--- src/rtl/hwag_capture_array.sv ---
// Multi-channel crank/cam input conditioner: synchroniser, counter glitch filter,
// edge qualifier and tooth-period capture with a valid/ack handshake per channel.
`timescale 1ns/1ps

module hwag_capture_ch #(
   parameter int unsigned FLT_W = 14,
   parameter int unsigned TMR_W = 24
) (
   input  logic             clk,
   input  logic             rst,
   input  logic             d,
   input  logic             ena,
   input  logic [1:0]       edge_sel,
   input  logic [FLT_W-1:0] flt_val,
   output logic             filtered,
   output logic             edge_stb,
   output logic [TMR_W-1:0] period,
   output logic             period_vld,
   input  logic             period_ack,
   output logic             ovf,
   output logic             lost
);

   localparam logic [TMR_W-1:0] TMR_MAX = '1;

   logic             s1;
   logic             s2;
   logic [FLT_W-1:0] fcnt;
   logic [FLT_W-1:0] fcnt_nxt;
   logic [TMR_W-1:0] tcnt;
   logic [TMR_W-1:0] tcnt_nxt;
   logic [TMR_W-1:0] period_nxt;
   logic             armed;
   logic             armed_nxt;
   logic             filtered_nxt;
   logic             stb_nxt;
   logic             vld_nxt;
   logic             ovf_nxt;
   logic             lost_nxt;
   logic             flip;
   logic             qual;
   logic             capture;

   // Next-state logic for filter, qualifier, timer and handshake
   always_comb begin
      fcnt_nxt     = fcnt;
      filtered_nxt = filtered;
      stb_nxt      = 1'b0;
      tcnt_nxt     = tcnt;
      armed_nxt    = armed;
      period_nxt   = period;
      vld_nxt      = period_vld;
      ovf_nxt      = ovf;
      lost_nxt     = lost;
      flip         = 1'b0;
      qual         = 1'b0;
      capture      = 1'b0;

      if (!ena) begin
         // Track the pin unfiltered so re-enabling cannot create an edge
         fcnt_nxt     = '0;
         filtered_nxt = s2;
         tcnt_nxt     = '0;
         armed_nxt    = 1'b0;
         vld_nxt      = 1'b0;
         ovf_nxt      = 1'b0;
         lost_nxt     = 1'b0;
      end else begin
         // A threshold lowered below the running count still counts as a match
         if (s2 == filtered) begin
            fcnt_nxt = '0;
         end else if (fcnt >= flt_val) begin
            filtered_nxt = s2;
            fcnt_nxt     = '0;
            flip         = 1'b1;
         end else begin
            fcnt_nxt = fcnt + FLT_W'(1);
         end

         case (edge_sel)
            2'b01:   qual = flip & ~s2;
            2'b10:   qual = flip;
            default: qual = flip & s2;
         endcase
         stb_nxt = qual;

         if (qual) begin
            tcnt_nxt  = '0;
            armed_nxt = 1'b1;
            if (armed) begin
               capture    = 1'b1;
               ovf_nxt    = 1'b0;
               period_nxt = (tcnt == TMR_MAX) ? TMR_MAX : tcnt + TMR_W'(1);
            end
         end else if (armed) begin
            if (tcnt != TMR_MAX) begin
               tcnt_nxt = tcnt + TMR_W'(1);
            end
            ovf_nxt = (tcnt_nxt == TMR_MAX);
         end

         if (capture) begin
            vld_nxt = 1'b1;
            if (period_vld && !period_ack) begin
               lost_nxt = 1'b1;
            end
         end else if (period_ack && period_vld) begin
            vld_nxt  = 1'b0;
            lost_nxt = 1'b0;
         end
      end
   end

   // Channel state registers
   always_ff @(posedge clk or negedge rst) begin
      if (!rst) begin
         s1         <= 1'b0;
         s2         <= 1'b0;
         fcnt       <= '0;
         tcnt       <= '0;
         armed      <= 1'b0;
         filtered   <= 1'b0;
         edge_stb   <= 1'b0;
         period     <= '0;
         period_vld <= 1'b0;
         ovf        <= 1'b0;
         lost       <= 1'b0;
      end else begin
         s1         <= d;
         s2         <= s1;
         fcnt       <= fcnt_nxt;
         tcnt       <= tcnt_nxt;
         armed      <= armed_nxt;
         filtered   <= filtered_nxt;
         edge_stb   <= stb_nxt;
         period     <= period_nxt;
         period_vld <= vld_nxt;
         ovf        <= ovf_nxt;
         lost       <= lost_nxt;
      end
   end

endmodule

module hwag_capture_array #(
   parameter int unsigned CH    = 4,
   parameter int unsigned FLT_W = 14,
   parameter int unsigned TMR_W = 24
) (
   input  logic                clk,
   input  logic                rst,
   input  logic [CH-1:0]       d,
   input  logic [CH-1:0]       ena,
   input  logic [2*CH-1:0]     edge_sel,
   input  logic [CH*FLT_W-1:0] flt_val,
   output logic [CH-1:0]       filtered,
   output logic [CH-1:0]       edge_stb,
   output logic [CH*TMR_W-1:0] period,
   output logic [CH-1:0]       period_vld,
   input  logic [CH-1:0]       period_ack,
   output logic [CH-1:0]       ovf,
   output logic [CH-1:0]       lost
);

   // Independent channel slices
   for (genvar i = 0; i < CH; i++) begin : g_ch
      hwag_capture_ch #(
         .FLT_W (FLT_W),
         .TMR_W (TMR_W)
      ) u_ch (
         .clk        (clk),
         .rst        (rst),
         .d          (d[i]),
         .ena        (ena[i]),
         .edge_sel   (edge_sel[2*i +: 2]),
         .flt_val    (flt_val[i*FLT_W +: FLT_W]),
         .filtered   (filtered[i]),
         .edge_stb   (edge_stb[i]),
         .period     (period[i*TMR_W +: TMR_W]),
         .period_vld (period_vld[i]),
         .period_ack (period_ack[i]),
         .ovf        (ovf[i]),
         .lost       (lost[i])
      );
   end

endmodule

--- config.mk ---
export PLATFORM = sky130hd
export DESIGN_NAME = hwag_capture_array
export DESIGN_NICKNAME = d
export VERILOG_FILES = /design/src/rtl/hwag_capture_array.sv
export SDC_FILE = /design/constraint.sdc
export NUM_CORES = 1
export LEC_CHECK = 0
export ABC_AREA = 1
export ABC_CLOCK_PERIOD_IN_PS = 2100
export CORE_ASPECT_RATIO = 1.25
export CORE_MARGIN = 2
export CORE_UTILIZATION = 40
export CTS_CLUSTER_SIZE = 28
export DETAILED_ROUTE_END_ITERATION = 16
export PLACE_DENSITY = 0.59
export SLEW_MARGIN = 25
export SYNTH_ARGS = -nofsm -noshare
export SYNTH_HDL_FRONTEND = slang
export SYNTH_HIERARCHICAL = 1
export SYNTH_SLANG_ARGS = --single-unit
--- constraint.sdc ---
create_clock -name clk -period 2.1 [get_ports clk]
set_input_delay 0.42 -clock clk [delete_from_list [all_inputs] [get_ports clk]]
set_output_delay 0.42 -clock clk [all_outputs]
set_load 0.01 [all_outputs]
==> results of run 1 <==
worst paths after layout:
kind / startpoint / endpoint / cells after the start
max: g_ch[3].u_ch/tcnt[0]$_DFFE_PN0P_ / g_ch[3].u_ch/ovf$_DFFE_PN0P_ / 15
min: d[0] / g_ch[0].u_ch/s1$_DFF_PN0_ / 1
max reg2reg: g_ch[3].u_ch/tcnt[0]$_DFFE_PN0P_ / g_ch[3].u_ch/ovf$_DFFE_PN0P_ / 15
min reg2reg: g_ch[3].u_ch/s1$_DFF_PN0_ / g_ch[3].u_ch/s2$_DFF_PN0_ / 0
max in group asynchronous: rst / g_ch[0].u_ch/fcnt[1]$_DFF_PN0_ / 3
min in group asynchronous: rst / g_ch[0].u_ch/fcnt[11]$_DFF_PN0_ / 2
worst max-delay path, cell delays in order, from the launching register on:
cell                      delay (ns)
sky130_fd_sc_hd__dfrtp_1        0.41
sky130_fd_sc_hd__ha_4           0.17
sky130_fd_sc_hd__nand2_4        0.05
sky130_fd_sc_hd__nor2_4         0.16
sky130_fd_sc_hd__nand3_2        0.10
sky130_fd_sc_hd__nor2_2         0.15
sky130_fd_sc_hd__nand2_2        0.08
sky130_fd_sc_hd__ha_1           0.27
sky130_fd_sc_hd__inv_1          0.06
sky130_fd_sc_hd__a21oi_2        0.09
sky130_fd_sc_hd__nand2_1        0.07
sky130_fd_sc_hd__nor2_2         0.13
sky130_fd_sc_hd__nand2_1        0.08
sky130_fd_sc_hd__nor2_2         0.13
sky130_fd_sc_hd__nand2_1        0.06
sky130_fd_sc_hd__nand2_1        0.05
sequential cells by signal, indices dropped and copies added (netlist names):
signal and cells:
g_ch.u_ch/ovf 4, g_ch.u_ch/tcnt 96, g_ch.u_ch/s2 4, g_ch.u_ch/filtered 4, g_ch.u_ch/armed 4, g_ch.u_ch/lost 4
g_ch.u_ch/period_vld 4, g_ch.u_ch/period 96, g_ch.u_ch/s1 4, g_ch.u_ch/edge_stb 4, g_ch.u_ch/fcnt 56
cell families (layout without fill, tap and decap cells):
group           after synthesis  after routing
buf+inv                     398            762
simple gates               1094           1094
fa+ha+maj                    68             68
xor+xnor                     35             35
compound gates              302            302
other cells                   0              3
flops                       280            280
per-stage QoR:
stage | hold slack, ns | cell area, um^2 | utilization [%] | setup slack, ns
2_1_floorplan | 0.124 | 16200 | - | 0.121
3_3_place_gp | 0.297 | 19800 | 49.4 | -0.446
3_5_place_dp | 0.295 | 19800 | 49.4 | -0.491
4_1_cts | 0.275 | 20900 | 52.1 | -0.0146
5_1_grt | 0.307 | 21200 | 53.0 | -0.153
6_report | 0.317 | 21300 | 53.0 | -0.0202
synthesized netlist by cell type (3+ instances only):
cell type | number | area (um^2)
sky130_fd_sc_hd__nand2_1 | 621 | 2330
sky130_fd_sc_hd__inv_1 | 330 | 1240
sky130_fd_sc_hd__dfrtp_1 | 280 | 7010
sky130_fd_sc_hd__nor2_1 | 213 | 800
sky130_fd_sc_hd__nand3_1 | 116 | 581
sky130_fd_sc_hd__o21ai_1 | 103 | 515
sky130_fd_sc_hd__o21ai_0 | 85 | 425
sky130_fd_sc_hd__ha_1 | 68 | 851
sky130_fd_sc_hd__o22ai_1 | 53 | 332
sky130_fd_sc_hd__a21oi_1 | 41 | 205
sky130_fd_sc_hd__nand2_2 | 31 | 194
sky130_fd_sc_hd__nand4_1 | 30 | 188
sky130_fd_sc_hd__xor2_1 | 26 | 228
sky130_fd_sc_hd__inv_2 | 25 | 93.8
sky130_fd_sc_hd__buf_2 | 22 | 110
sky130_fd_sc_hd__nor3_1 | 19 | 95.1
sky130_fd_sc_hd__nor2_4 | 16 | 180
sky130_fd_sc_hd__nor2_2 | 10 | 62.6
sky130_fd_sc_hd__nor3b_1 | 10 | 75.1
sky130_fd_sc_hd__buf_6 | 9 | 101
sky130_fd_sc_hd__xnor2_1 | 9 | 78.8
sky130_fd_sc_hd__clkbuf_1 | 7 | 26.3
sky130_fd_sc_hd__nand3_2 | 7 | 70.1
sky130_fd_sc_hd__nor2_8 | 6 | 120
sky130_fd_sc_hd__a211oi_1 | 4 | 30.0
sky130_fd_sc_hd__a21o_1 | 4 | 30.0
sky130_fd_sc_hd__a31o_2 | 4 | 35.0
sky130_fd_sc_hd__and3_1 | 4 | 25.0
sky130_fd_sc_hd__a21oi_2 | 3 | 26.3
sky130_fd_sc_hd__a31oi_1 | 3 | 18.8
sky130_fd_sc_hd__clkinv_1 | 3 | 11.3
sky130_fd_sc_hd__nand2_4 | 3 | 33.8
sky130_fd_sc_hd__nand4_2 | 3 | 37.5
sky130_fd_sc_hd__nor4_2 | 3 | 37.5
layout make-up:
| type | instances | area share, % |
|---|---|---|
| antenna | 3 | 0.0353 |
| clock buffer | 51 | 4.59 |
| clock inverter | 6 | 0.330 |
| inverter | 358 | 6.32 |
| multi-input combinational | 1499 | 37.1 |
| sequential | 280 | 33.0 |
| tap | 546 | 3.21 |
| timing repair buffer | 347 | 15.4 |
layer usage:
metal | wire length [um] | vias to the layer above
met2 | 22400 | 299
met3 | 2450 | 68
met4 | 1280 | 0
met1 | 19500 | 6968
li1 | - | 7613
met5 | 0 | -
repair_timing:
| action | 4_1_cts | 5_1_grt |
|---|---|---|
| gates cloned | 0 | 0 |
| setup buffers | 2 | 14 |
| endpoints found under the hold margin | 19 | 0 |
| setup endpoints to repair | 3 | 196 |
| pin swaps | 0 | 21 |
| hold buffers | 1 | 0 |
| resized for setup | 4 | 60 |
report_power, final:
part	switching, mW	leakage, nW	total, mW	internal, mW
clock	2.32	0.512	5.64	3.32
combinational	0.349	5.84	0.625	0.276
sequential	0.0187	3.88	5.44	5.42
total	2.69	10.2	11.7	9.02
==> results.md, run 1 <==
- The run finished, with violations left.
- In the global route stage, met1 resource usage came out at 26.8%.
- The congestion estimate from routability-driven global placement came to between 0.9 and 1.
- The placed instance count is 3013.
- The max-cap violation count is 0.
- The routed design has approximately 46000 um of wire.
- The final hold violation count came to 0.
- The number of global-route vias before repair is ~15000.
- The final critical-path setup slack is -0.0202 ns.
- The maximum vdd ir drop is 0.557 mV.
- The sequential cell area is about 7000 um^2.
- The filler cell count is ~3900.
- The number of design rule violations left after detail routing is 0.
- The CTS clock-pin slew for the worst setup and hold paths is approximately 0.06 ns.
- The multiplexer share of the synthesized area is 0%.
- Of all nets on the critical path, the largest fanout is 3.
- The cell area after synthesis is 16200 um^2.
- The number of nets in the layout is ~2700.
- Counting every sink on the clock net gives 280.
- The floorplan step defined a die boundary enclosing 42200 um^2.
- In this run, synthesis produced a sequential element count of 280.
- The H-tree depth is 2.
- The post-synthesis to final-layout area growth is 30.9%.
- Clock skew on the completed layout was measured at around 0.038 ns.
- The leading cell type in the layout, fill and taps excluded is sky130_fd_sc_hd__nand2_1.
- The maximum number of pins on one net before global-route repair is 75.
- Global routing used around two fifths of the available met2 tracks.
- In the global route stage, met3 resource usage came out at between 4 and 5%.
- The layer carrying the most global-route usage is met2.
- The first global-routing pass estimated between 70000 and 80000 um of wire.
- The total number of placement rows is around 80.
- The total vias in the final route is roughly 15000.
- In the layout the commonest cells are sky130_fd_sc_hd__nand2_1 (609), sky130_fd_sc_hd__inv_1 (327), sky130_fd_sc_hd__dfrtp_1 (279), sky130_fd_sc_hd__nor2_1 (204), sky130_fd_sc_hd__clkdlybuf4s50_1 (191).
- The initial utilization of the core area, before any placement, comes to approximately two fifths.
- The port buffer count is approximately 190.
- In the routed layout, each cell is associated on average with a via count of 4.84.
- Power comes to 11.7 mW.
- The highest achievable clock rate is between 0.4 and 0.5 GHz.
- The area of the multi-input gates is between 7000 and 8000 um^2.
- The final critical path time including I/O delays and setup is around 2.1 ns.
- The transition time at the pin with the least slew margin is about 0.48 ns.
- The post-route netlist has between 10% and 20% of its cells at a drive strength greater than 1.
- The number of nets handed over by synthesis was ~2300.
- The number of instances in the synthesized netlist is roughly 2200.
- The number of antenna violations at the first check in global routing was 3.
- The number of routed nets with antenna violations is 0.
- The relative slew slack is between 60% and 70%.
- In this run the worst hold path is classified as in -> reg.
- The total overflow left after global routing is 0.
- In this run the mean area of a mapped cell was 7.46 um^2.
- The xor-xnor portion of the synthesized cell area is between 1.5 and 2%.
- The buffer type at the clock tree root is sky130_fd_sc_hd__clkbuf_16.
- The reported leakage power is slightly above 10 nW.
- Detailed placement ended at an HPWL of ~35000 um.
- The length of the first detailed-routing pass in iterations is 5.
- For this run, asynchronously set or reset flops after synthesis account for 100%.
- The worst setup path is launched from a flip-flop.
- The unique cell type count in the Yosys netlist is 37.
- The max-slew violation total from the final report came to 0.
- Counting the buffers created by CTS gives 34.
- The DRC marker count from the first detailed-route iteration is ~640.
- For this design the top-level I/O count stands at between 150 and 200.
- The overall global routing resource usage is between 20% and 30%.
- The CTS tree is done.
- The filler-free cell count of the finished design is between 3000 and 4000.
- The final reports fail on setup timing.
- The path type of the worst setup path is reg -> reg.
- The share of the synthesized area in compound gates (AO/OA/AOI/OAI) is about a tenth.
- After Yosys synthesis, full adders, half adders and majority gates account for around 5.2% of the synthesized area.
- The x dimension of the die is between 150 and 200 um.
- Across all register-to-register paths, the minimum setup slack is -0.02 ns.
- The most instantiated flip-flop cell in the synthesis netlist is sky130_fd_sc_hd__dfrtp_1.
- The clock network latency to the later pin of the worst-skew pair is roughly 0.55 ns.
- The area of the core is between 40000 and 50000 um^2.
- The routed wire length per instance is 14.8 um.
- The number of synthesis warnings is 6.
- The critical path data required time is between 2 and 3 ns.
- Setup violations remaining at the end of the flow were counted as 1.
- Setup repair after global routing could not meet its margin everywhere.
- The maximum buffer depth of the clock tree is 3.
- The largest family of logic cells by synthesized area is simple AND/OR/NAND/NOR gates.
- The worst setup path is captured at a flip-flop.
- After Yosys synthesis, and, or, nand and nor cells account for 29.8% of the synthesized area.
- The worst path uses 101% of the clock period.
- Measured along the y axis, the die boundary spans ~230 um.
- Data arrives at the worst endpoint at approximately 2.6 ns.
- Of the synthesized area, sequential elements account for a little over two fifths.
- Yosys mapped a number of flops with a built-in enable equal to 0.
- Summed over all failing endpoints, the final setup total negative slack is -0.0202 ns.
- The ratio of total power to cell area is approximately 550 nW/um^2.
Note: power is estimated with default switching activity, not from simulation.
==> inputs of run 2 (changes only) <==
--- a/config.mk
+++ b/config.mk
@@ -13,7 +13,6 @@
 export CTS_CLUSTER_SIZE = 28
 export DETAILED_ROUTE_END_ITERATION = 16
 export PLACE_DENSITY = 0.59
-export SLEW_MARGIN = 25
 export SYNTH_ARGS = -nofsm -noshare
 export SYNTH_HDL_FRONTEND = slang
 export SYNTH_HIERARCHICAL = 1
==> results of run 2 <==
Final layout, timing and power as in run 1 (identical DEF).
==> inputs of run 3 (changes only) <==
--- a/config.mk
+++ b/config.mk
@@ -12,7 +12,7 @@
 export CORE_UTILIZATION = 40
 export CTS_CLUSTER_SIZE = 28
 export DETAILED_ROUTE_END_ITERATION = 16
-export PLACE_DENSITY = 0.59
+export PLACE_DENSITY_LB_ADDON = 0.1
 export SYNTH_ARGS = -nofsm -noshare
 export SYNTH_HDL_FRONTEND = slang
 export SYNTH_HIERARCHICAL = 1
==> run 3 against run 2 <==
The flow still finishes with violations (setup timing). Sequential share of layout area down 0.22 points. Combinational power up 1%. Largest cell class unchanged. Die area unchanged. Global-route usage down 0.34 points. Critical path depth down 2. Clock skew down 0.0091 ns. First-iteration DRC count up 29%. Total power up 2.2%.
==> results.md, run 3 (synthesis results as in run 1) <==
- The clock sink count was 280 (unchanged).
- The internal reg-to-reg setup slack is -0.02 ns (about the same).
- The number of antenna cells inserted is 0 (was 3).
- The maximum vdd ir drop came to 0.595 mV (was 0.557 mV).
- The effective utilization at floorplan is 40.5% (unchanged).
- The final estimated routing congestion in global placement is 0.902 (about the same).
- The x dimension of the die was 184 um (unchanged).
- The number of CTS-inserted buffers came to 34 (unchanged).
- The ratio of total power to cell area came to 559 nW/um^2 (was 551 nW/um^2).
- The final hold violation count is 0 (unchanged).
- Setup repair after global routing missed its margin: yes (unchanged).
- The total number of placement rows is 82 (unchanged).
- The share of post-route cells with drive strength above 1 was 14.1% (was 13.8%).
- The final critical-path setup slack is -0.0191 ns (was -0.0202 ns).
- The H-tree depth came to 2 (unchanged).
- The routed wire length per instance is 14.6 um (was 14.8 um).
- The transition time at the pin with the least slew margin is 0.493 ns (was 0.482 ns).
- The number of ports placed on the die boundary is 194 (unchanged).
- The total grt overflow is 0 (unchanged).
- The leading cell type in the layout, fill and taps excluded was sky130_fd_sc_hd__nand2_1 (unchanged).
- The number of routed nets with antenna violations is 0 (unchanged).
- The total vias in the final route is 14970 (was 14948).
- Violated checks: setup timing (unchanged).
- The maximum fanout encountered on the critical timing path is 4 (was 3).
- The max-cap violation count came to 0 (unchanged).
- The mean number of vias per cell is 4.85 (was 4.84).
- The port buffer count is 193 (unchanged).
- The first-pass GRT wire length is 73800 um (was 74700 um).
- The DRC marker count from the first detailed-route iteration is 820 (was 638).
- The worst setup slack before clock tree synthesis came to -0.499 ns (was -0.491 ns).
- The part of the cycle the worst path needs is 101% (about the same).
- The post-route clock skew is 0.0288 ns (was 0.0379 ns).
- The path type of the worst setup path is reg -> reg (unchanged).
- Commonest non-fill, non-tap cells in the layout: sky130_fd_sc_hd__nand2_1 (609), sky130_fd_sc_hd__inv_1 (325), sky130_fd_sc_hd__dfrtp_1 (280), sky130_fd_sc_hd__nor2_1 (200), sky130_fd_sc_hd__clkdlybuf4s50_1 (192) (was sky130_fd_sc_hd__nand2_1 (609), sky130_fd_sc_hd__inv_1 (327), sky130_fd_sc_hd__dfrtp_1 (279), sky130_fd_sc_hd__nor2_1 (204), sky130_fd_sc_hd__clkdlybuf4s50_1 (191)).
- The maximum buffer depth of the clock tree is 3 (unchanged).
- The CTS clock-pin slew for the worst setup and hold paths is 0.06 ns (about the same).
- The half-perimeter wire length after placement was 34500 um (was 34800 um).
- Regs by FF count: g_ch.u_ch/period x96, g_ch.u_ch/tcnt x96, g_ch.u_ch/fcnt x56 (unchanged).
- The number of global-route vias before repair was 14986 (was 14833).
- The startpoint of the lowest-slack register-to-register path is g_ch[3].u_ch/tcnt[0]$_DFFE_PN0P_ (unchanged).
- The kind of end point of the critical path is a flip-flop (unchanged).
- The number of design rule violations left after detail routing is 0 (unchanged).
- The final critical path time including I/O delays and setup is 2.12 ns (about the same).
- The relative slew slack was 66.9% (was 67.6%).
- The worst path arrival time is 2.59 ns (was 2.61 ns).
- The category of cells accounting for the largest share of critical-path delay is simple AND/OR/NAND/NOR gates (unchanged).
- The CTS tree is done (unchanged).
- The vertical die dimension is 229 um (unchanged).
- The highest achievable clock rate is 0.472 GHz (about the same).
- The overall global routing resource usage is 21.6% (was 22.0%).
- The max-slew violation total from the final report is 0 (unchanged).
- The number of setup violations in the final report was 1 (unchanged).
- The path category of the worst min-delay check is in -> reg (unchanged).
- Outcome: complete, but fails checks (unchanged).
- The number of antenna violations at the first check in global routing is 1 (was 3).
- The buffer type at the clock tree root is sky130_fd_sc_hd__clkbuf_16 (unchanged).
- The timing startpoint of the critical path is g_ch[3].u_ch/tcnt[0]$_DFFE_PN0P_ (unchanged).
- The number of buffers and inverters on the critical path is 2 (was 1).
- The number of nets in the layout is 2663 (was 2666).
- The start point of the worst min-delay path was d[0] (unchanged).
- The total routed wirelength was 45200 um (was 45600 um).
- The type of element launching the critical path is a flip-flop (unchanged).
- The cell at the slowest stage of the critical path is sky130_fd_sc_hd__dfrtp_1 (unchanged).
- The critical path data required time is 2.57 ns (was 2.59 ns).
- The most common cell type on the critical path is sky130_fd_sc_hd__nand2_1 (unchanged).
- The maximum number of pins on one net before global-route repair is 61 (was 75).
- The clock network latency to the later pin of the worst-skew pair was 0.53 ns (was 0.55 ns).
- The reported leakage power was 10.3 nW (was 10.2 nW).
- The length of the first detailed-routing pass in iterations is 5 (unchanged).
- The area of the die is 42200 um^2 (unchanged).
- The area of the core is 40100 um^2 (unchanged).
- The total negative slack came to -0.0191 ns (was -0.0202 ns).
- The post-synthesis to final-layout area growth was 31.7% (was 30.9%).
- The maximum cell stage delay along the critical path is 0.40 ns (was 0.41 ns).
- Cell-by-cell trace of the critical path: ha_2 -> nand2_2 -> nor2_4 -> buf_4 -> nand4_1 -> buf_4 -> nor2_1 -> nand2_1 -> nand2_2 -> nand4_1 -> nor2_2 -> nand2_1 -> nand2_1 (was ha_4 -> nand2_4 -> nor2_4 -> nand3_2 -> nor2_2 -> nand2_2 -> ha_1 -> inv_1 -> a21oi_2 -> nand2_1 -> nor2_2 -> nand2_1 -> nor2_2 -> nand2_1 -> nand2_1).
==> run 3: changes by cell type in the layout (fill, tap and decap cells not counted), sizes merged <==
| cell | previous run | this run |
|---|---|---|
| buf | 154 | 151 |
| diode | 3 | 0 |
| clkinv | 8 | 6 |
| inv | 355 | 357 |
| bufinv | 1 | 2 |
| clkdlybuf4s50 | 191 | 192 |
| dlymetal6s2s | 1 | 0 |
==> run 3: per-layer routing <==
metal	share of wire, %	GRT usage, %	up-vias
met5	0.029	0	-
met2	49	38.0	276
met3	4.2	3.85	83
li1	-	-	7604
met4	2.8	7.63	2
met1	44	26.5	7005
==> run 3: power by group <==
part / internal (mW) / switching (mW)
Combinational: 0.283 / 0.349
Clock: 3.58 / 2.31
Sequential: 5.42 / 0.0193
==> run 3: stage by stage <==
stage / hold slack, ns / area (um^2) / utilization, % / total power [mW] / instances
global placement: 0.331 / 19800 / 49.4 / 6.16 / 3007
floorplan: 0.124 / 16200 / - / 5.74 / 2177
CTS: 0.288 / 21000 / 52.4 / 12.2 / 3070
finish: 0.323 / 21400 / 53.3 / 12.0 / 3085
detailed placement: 0.337 / 19800 / 49.4 / 6.17 / 3007
global route: 0.311 / 21400 / 53.3 / 12.4 / 3085
==> run 3: final cells by class <==
cell class | instances | area, um^2
sequential | 280 | 7010
inverter | 358 | 1340
clock buffer | 51 | 1020
clock inverter | 7 | 92.6
multi-input combinational | 1499 | 7920
timing repair buffer | 344 | 3330
tap | 546 | 683
fill | 3875 | 18700
==> run 3: what timing repair did <==
item                                   4_1_cts  5_1_grt
setup buffers                                4       15
setup endpoints to repair                    1      142
pin swaps                                    2       25
endpoints found under the hold margin       31        0
resized for setup                            8       73
hold buffers                                 1        0
==> run 3: final timing paths <==
check                                                    endpoint  cells past startpoint
worst min-delay path                    g_ch[0].u_ch/s1$_DFF_PN0_                      1
worst max register to register       g_ch[3].u_ch/ovf$_DFFE_PN0P_                     13
min in group asynchronous          g_ch[1].u_ch/fcnt[0]$_DFF_PN0_                      2
max in group asynchronous       g_ch[2].u_ch/tcnt[10]$_DFFE_PN0P_                      3
worst min register to register          g_ch[2].u_ch/s2$_DFF_PN0_                      0
worst max-delay path                 g_ch[3].u_ch/ovf$_DFFE_PN0P_                     13
==> run 3: worst register-to-register path, stage by stage (launching register included) <==
cell,delay (ns)
sky130_fd_sc_hd__dfrtp_1,0.40
sky130_fd_sc_hd__ha_2,0.21
sky130_fd_sc_hd__nand2_2,0.07
sky130_fd_sc_hd__nor2_4,0.15
sky130_fd_sc_hd__buf_4,0.14
sky130_fd_sc_hd__nand4_1,0.21
sky130_fd_sc_hd__buf_4,0.22
sky130_fd_sc_hd__nor2_1,0.08
sky130_fd_sc_hd__nand2_1,0.06
sky130_fd_sc_hd__nand2_2,0.10
sky130_fd_sc_hd__nand4_1,0.11
sky130_fd_sc_hd__nor2_2,0.16
sky130_fd_sc_hd__nand2_1,0.07
sky130_fd_sc_hd__nand2_1,0.07
